[src/rtl/traffic_pkg.sv]
// Shared types for the junction controller: FSM state, approach direction and lamp triplet.
package traffic_pkg;

  typedef enum logic [3:0] {
    NS_RED_AMBER = 4'd0,
    NS_GREEN     = 4'd1,
    NS_AMBER     = 4'd2,
    ALL_RED_A    = 4'd3,
    EW_RED_AMBER = 4'd4,
    EW_GREEN     = 4'd5,
    EW_AMBER     = 4'd6,
    ALL_RED_B    = 4'd7,
    PED_WALK     = 4'd8
  } junction_state_e;

  typedef enum logic {
    DIR_NS = 1'b0,
    DIR_EW = 1'b1
  } dir_e;

  typedef struct packed {
    logic red;
    logic amber;
    logic green;
  } lamp_t;

  localparam lamp_t LAMP_RED       = lamp_t'(3'b100);
  localparam lamp_t LAMP_RED_AMBER = lamp_t'(3'b110);
  localparam lamp_t LAMP_AMBER     = lamp_t'(3'b010);
  localparam lamp_t LAMP_GREEN     = lamp_t'(3'b001);

  // North-south lamp set as a function of the controller state.
  function automatic lamp_t ns_lamp(junction_state_e s);
    case (s)
      NS_RED_AMBER: return LAMP_RED_AMBER;
      NS_GREEN:     return LAMP_GREEN;
      NS_AMBER:     return LAMP_AMBER;
      default:      return LAMP_RED;
    endcase
  endfunction

  // East-west lamp set as a function of the controller state.
  function automatic lamp_t ew_lamp(junction_state_e s);
    case (s)
      EW_RED_AMBER: return LAMP_RED_AMBER;
      EW_GREEN:     return LAMP_GREEN;
      EW_AMBER:     return LAMP_AMBER;
      default:      return LAMP_RED;
    endcase
  endfunction

endpackage

[src/rtl/phase_timer.sv]
// Phase elapsed counter: clears synchronously on a state change, flags the last cycle of a phase.
module phase_timer #(
  parameter int unsigned CNT_W = 4
) (
  input  logic             clk_i,
  input  logic             rst_ni,
  input  logic             clr_i,
  input  logic [CNT_W-1:0] last_i,
  output logic [CNT_W-1:0] cnt_o,
  output logic             done_c_o
);

  logic [CNT_W-1:0] cnt_q, cnt_d;

  always_comb begin
    cnt_d = clr_i ? '0 : cnt_q + CNT_W'(1);
  end

  always_ff @(posedge clk_i or negedge rst_ni) begin
    if (!rst_ni) cnt_q <= '0;
    else         cnt_q <= cnt_d;
  end

  assign cnt_o    = cnt_q;
  assign done_c_o = (cnt_q == last_i);

endmodule

[src/rtl/junction_controller.sv]
// Two-approach junction sequencer with all-red clearance and a latched pedestrian walk phase.
// Define JUNCTION_PED_CUT_EN to let a pending request shorten green down to MIN_GREEN_CYCLES.
module junction_controller
  import traffic_pkg::*;
#(
  parameter int unsigned GREEN_CYCLES     = 6,
  parameter int unsigned AMBER_CYCLES     = 2,
  parameter int unsigned RED_AMBER_CYCLES = 2,
  parameter int unsigned ALL_RED_CYCLES   = 1,
  parameter int unsigned WALK_CYCLES      = 4,
  parameter int unsigned MIN_GREEN_CYCLES = 3,
  parameter int unsigned CNT_W            = 4
) (
  input  logic clk_i,
  input  logic rst_ni,
  input  logic ped_req_i,
  output logic ns_red_o,
  output logic ns_amber_o,
  output logic ns_green_o,
  output logic ew_red_o,
  output logic ew_amber_o,
  output logic ew_green_o,
  output logic walk_o,
  output logic ped_wait_o
);

  localparam logic [CNT_W-1:0] GREEN_LAST     = CNT_W'(GREEN_CYCLES - 1);
  localparam logic [CNT_W-1:0] AMBER_LAST     = CNT_W'(AMBER_CYCLES - 1);
  localparam logic [CNT_W-1:0] RED_AMBER_LAST = CNT_W'(RED_AMBER_CYCLES - 1);
  localparam logic [CNT_W-1:0] ALL_RED_LAST   = CNT_W'(ALL_RED_CYCLES - 1);
  localparam logic [CNT_W-1:0] WALK_LAST      = CNT_W'(WALK_CYCLES - 1);
  localparam logic [CNT_W-1:0] MIN_GREEN_LAST = CNT_W'(MIN_GREEN_CYCLES - 1);

`ifdef JUNCTION_PED_CUT_EN
  localparam bit CUT_EN = 1'b1;
`else
  localparam bit CUT_EN = 1'b0;
`endif

  junction_state_e  state_q, state_d;
  dir_e             next_dir_q, next_dir_d;
  logic             pend_q, pend_d;
  lamp_t            ns_lamp_q, ew_lamp_q;
  logic             walk_q;
  logic [CNT_W-1:0] elapsed;
  logic [CNT_W-1:0] phase_last_c;
  logic             phase_done_c;
  logic             green_cut_c;
  logic             state_chg_c;

  phase_timer #(.CNT_W(CNT_W)) u_timer (
    .clk_i    (clk_i),
    .rst_ni   (rst_ni),
    .clr_i    (state_chg_c),
    .last_i   (phase_last_c),
    .cnt_o    (elapsed),
    .done_c_o (phase_done_c)
  );

  // Last elapsed value of the current phase.
  always_comb begin
    phase_last_c = ALL_RED_LAST;
    case (state_q)
      NS_RED_AMBER, EW_RED_AMBER: phase_last_c = RED_AMBER_LAST;
      NS_GREEN, EW_GREEN:         phase_last_c = GREEN_LAST;
      NS_AMBER, EW_AMBER:         phase_last_c = AMBER_LAST;
      PED_WALK:                   phase_last_c = WALK_LAST;
      default:                    phase_last_c = ALL_RED_LAST;
    endcase
  end

  assign green_cut_c = CUT_EN && pend_q && (elapsed >= MIN_GREEN_LAST);

  // Next-state, next-direction and pedestrian latch.
  always_comb begin
    state_d    = state_q;
    next_dir_d = next_dir_q;
    case (state_q)
      NS_RED_AMBER: if (phase_done_c) state_d = NS_GREEN;
      NS_GREEN:     if (phase_done_c || green_cut_c) state_d = NS_AMBER;
      NS_AMBER:     if (phase_done_c) state_d = ALL_RED_A;
      ALL_RED_A: begin
        if (phase_done_c) begin
          next_dir_d = DIR_EW;
          state_d    = pend_q ? PED_WALK : EW_RED_AMBER;
        end
      end
      EW_RED_AMBER: if (phase_done_c) state_d = EW_GREEN;
      EW_GREEN:     if (phase_done_c || green_cut_c) state_d = EW_AMBER;
      EW_AMBER:     if (phase_done_c) state_d = ALL_RED_B;
      ALL_RED_B: begin
        if (phase_done_c) begin
          next_dir_d = DIR_NS;
          state_d    = pend_q ? PED_WALK : NS_RED_AMBER;
        end
      end
      PED_WALK: begin
        if (phase_done_c) state_d = (next_dir_q == DIR_EW) ? EW_RED_AMBER : NS_RED_AMBER;
      end
      default: begin
        state_d    = ALL_RED_B;
        next_dir_d = DIR_NS;
      end
    endcase

    // Entering the walk clears the request even if the button is still pressed.
    pend_d = pend_q;
    if (state_d == PED_WALK && state_q != PED_WALK) pend_d = 1'b0;
    else if (ped_req_i && state_q != PED_WALK)      pend_d = 1'b1;
  end

  assign state_chg_c = (state_d != state_q);

  // Lamps are registered from the next state so they track the state register exactly.
  always_ff @(posedge clk_i or negedge rst_ni) begin
    if (!rst_ni) begin
      state_q    <= ALL_RED_B;
      next_dir_q <= DIR_NS;
      pend_q     <= 1'b0;
      ns_lamp_q  <= LAMP_RED;
      ew_lamp_q  <= LAMP_RED;
      walk_q     <= 1'b0;
    end else begin
      state_q    <= state_d;
      next_dir_q <= next_dir_d;
      pend_q     <= pend_d;
      ns_lamp_q  <= ns_lamp(state_d);
      ew_lamp_q  <= ew_lamp(state_d);
      walk_q     <= (state_d == PED_WALK);
    end
  end

  assign ns_red_o   = ns_lamp_q.red;
  assign ns_amber_o = ns_lamp_q.amber;
  assign ns_green_o = ns_lamp_q.green;
  assign ew_red_o   = ew_lamp_q.red;
  assign ew_amber_o = ew_lamp_q.amber;
  assign ew_green_o = ew_lamp_q.green;
  assign walk_o     = walk_q;
  assign ped_wait_o = pend_q;

endmodule
[config.mk]
export PLATFORM = sky130hd
export DESIGN_NAME = junction_controller
export DESIGN_NICKNAME = d
export VERILOG_FILES = /design/src/rtl/traffic_pkg.sv /design/src/rtl/phase_timer.sv /design/src/rtl/junction_controller.sv
export SDC_FILE = /design/constraint.sdc
export NUM_CORES = 1
export LEC_CHECK = 0
export BUFFER_PORTS_ARGS = -buffer_cell sky130_fd_sc_hd__clkbuf_2
export CORE_ASPECT_RATIO = 1.5
export CORE_MARGIN = 4
export CORE_UTILIZATION = 40
export DETAILED_ROUTE_END_ITERATION = 8
export GPL_TIMING_DRIVEN = 0
export MAX_ROUTING_LAYER = met4
export PLACE_DENSITY = 0.59
export SYNTH_ARGS = -nofsm -noshare
export SYNTH_HDL_FRONTEND = slang
export SYNTH_HIERARCHICAL = 1
export SYNTH_SLANG_ARGS = --single-unit
[constraint.sdc]
create_clock -name clk_i -period 3.2 [get_ports clk_i]
set_clock_uncertainty 0.05 [all_clocks]
set_input_delay 0.48 -clock clk_i [delete_from_list [all_inputs] [get_ports clk_i]]
set_output_delay 0.48 -clock clk_i [all_outputs]
set_load 0.01 [all_outputs]
==> reports/qor.yml <==
grt_max_degree: 18
chipWidth_um: 45.7
synth_seq_area_share_pct: 50.5
cp_max_fo: 10
hp-class: "in2async"
overflow: 0
drcViolationCount: 0
finalMaxSlewViolations: 0
wl_per_cell_um: 12.7
cts.sinks: 17
p_per_area_nw_per_um2: 1040
grt_pass1_wl_um: 2600
rsz0062_at_grt: "false"
r2r-start: "state_q[2]$_DFF_PN1_"
p_switching_uw: 397
p_comb_share_pct: 49.9
post_cts_resized: 0
core_um2: 2030
cp.arrival_ns: 2.59
drtIter0Drc: 16
via_per_inst: 5.03
root_buffer: "clkbuf_4"
cts_tree: "yes"
ys_types: 37
cap_violations: 0
io_pins: 11
ys_top_cells_by_area: "dfrtp_1, dfstp_2, xor2_1, xnor2_1, nor4_2"
ys_ff_latch: 17
clockBufferDepth: 2
hold_violations: 0
fp.dieArea_um2: 2960
path_class: "reg2reg"
grt_util_all_layers_pct: 11.8
layout.nets: 98
clkLatencyLatePin_ns: 0.28
ys.flop_type: "dfrtp_1"
n_fill_cell: 196
htreeDepth: 1
ff2ff_setup_slack_ns: 0.79
synth_warnings: 6
routed_wl_um: 1460
vias: 578
most-common-layout-cells: "dfrtp_1, clkbuf_2, nand2_1, nor2_1, dfstp_2"
netlist_instances: 79
portBuffers: 10
dp_cells: 111
fmax_mhz: 415
layout_setup_ws_ns: 0.789
syn_to_final_growth_pct: 12.2
final_common_cell: "dfrtp_1"
cts_setup_buffers: 0
seqPwrFrac_pct: 38.7
p_leak_nw: 0.456
antenna_found_initial: 0
antenna_left: 0
synth_top_cell_by_area: "dfrtp_1"
hold_buffers: 0
synth_edf_count: 0
drive_above_1_share_pct: 31.2
pwr-share-clk_pct: 11.4
clk_pin_slew_ns: 0.10
setup_viol: 0
place_hpwl_um: 1080
switching_share_pct: 39.6
rows: 20
ys_async_sr_fraction_pct: 100
finalCritPeriodShare_pct: 75.3
drtPass1Iterations: 4
initial_core_util_pct: 42.2
stdcell_count: 115
gp_congestion: 0.704
r2r-end: "ew_amber_o$_DFF_PN0_"
grt_pass1_vias: 563
netlist_area_um2: 855
post-place-ws_ns: 0.801
cts_made_buffers: 3
antenna_cells: 0
r2r_cells: 9
end_kind: "register"
required_ns: 3.38
synthesis.nets: 83
p_int_uw: 604
status: "complete, no violations"
tns_ns: 0
die_y_um: 64.6
avgSynthCellArea_um2: 10.8
synth_top_area_share_pct: 35.1
start_kind: "register"
max-vdd-ir-drop_uv: 500
min_period_ns: 2.41
[through the flow]
stage	hold WS (ns)	utilization [%]	power (mW)	cell area [µm²]
floorplan	0.134	-	0.779	855
global placement	0.384	46.0	0.889	932
detailed placement	0.390	46.0	0.896	932
CTS	0.0702	47.3	1.01	958
global route	0.0701	47.3	1.10	958
finish	0.0551	47.3	1.00	958
[power by group through the flow]
stage	Clock, mW	Sequential [mW]	Combinational [mW]
finish	0.114	0.387	0.499
global route	0.129	0.399	0.573
CTS	0.118	0.389	0.506
detailed placement	0	0.393	0.503
global placement	0	0.391	0.498
floorplan	0	0.405	0.373
[worst max-delay path by stage]
stage | depth (start not counted) | startpoint | end | slack [ns]
final | 9 | state_q[2]$_DFF_PN1_ | ew_amber_o$_DFF_PN0_ | 0.79
after global routing | 10 | state_q[3]$_DFF_PN0_ | ew_amber_o$_DFF_PN0_ | 0.59
after CTS | 9 | state_q[2]$_DFF_PN1_ | ew_amber_o$_DFF_PN0_ | 0.77
after detailed placement | 9 | state_q[2]$_DFF_PN1_ | ew_amber_o$_DFF_PN0_ | 0.80
after global placement | 9 | state_q[2]$_DFF_PN1_ | ew_amber_o$_DFF_PN0_ | 0.80
after floorplan | 9 | state_q[2]$_DFF_PN1_ | ns_amber_o$_DFF_PN0_ | 1.02
[area by class of cell]
cell class | instances | area (µm²) | area share (%)
flip-flops and latches | 17 | 432 | 45.0
multi-input cells | 52 | 370 | 38.6
repair buffers | 10 | 50.0 | 5.22
plain buffers | 6 | 37.5 | 3.92
well taps | 22 | 27.5 | 2.87
clock buffers | 4 | 26.3 | 2.74
inverters | 4 | 15.0 | 1.57
[logic make-up (layout without fill, tap and decap cells)]
group                    after synthesis  after routing  share of synthesized area, %
buffers and inverters                 10             24                          6.15
XOR/XNOR                               7              7                          7.17
adder cells (fa/ha/maj)                1              1                          1.46
AND/OR/NAND/NOR                       27             27                          20.1
multiplexers                           2              2                          2.93
flip-flops                            17             17                          50.5
AO/OA/AOI/OAI                         14             14                          11.3
other                                  1              1                         0.439
[synthesized netlist by cell type (2+ instances only)]
cell	number
dfrtp_1	12
a21oi_1	3
a32o_1	2
nor2_1	5
o21ai_0	2
nor2b_1	2
xnor2_1	3
xor2_1	4
nand2_1	5
a21o_1	2
nor4_2	2
inv_1	4
nor3_1	2
o21ai_1	2
dfstp_2	5
buf_2	3
[metal layers]
metal	track usage [%]	wire length, µm	vias to the layer above
met5	-	0	-
met4	3.20	23	0
met3	2.50	52	4
met2	18.7	726	14
met1	15.0	656	266
li1	-	-	294
[worst max-delay path, stage by stage (launching register included)]
cell	delay (ns)
dfstp_2	0.53
buf_2	0.20
nor3_2	0.09
and2_1	0.18
xor2_1	0.16
nor4_2	0.25
buf_2	0.22
nand2_1	0.07
a211oi_1	0.42
o21ba_1	0.20
Note: power is estimated with default switching activity, not from simulation.
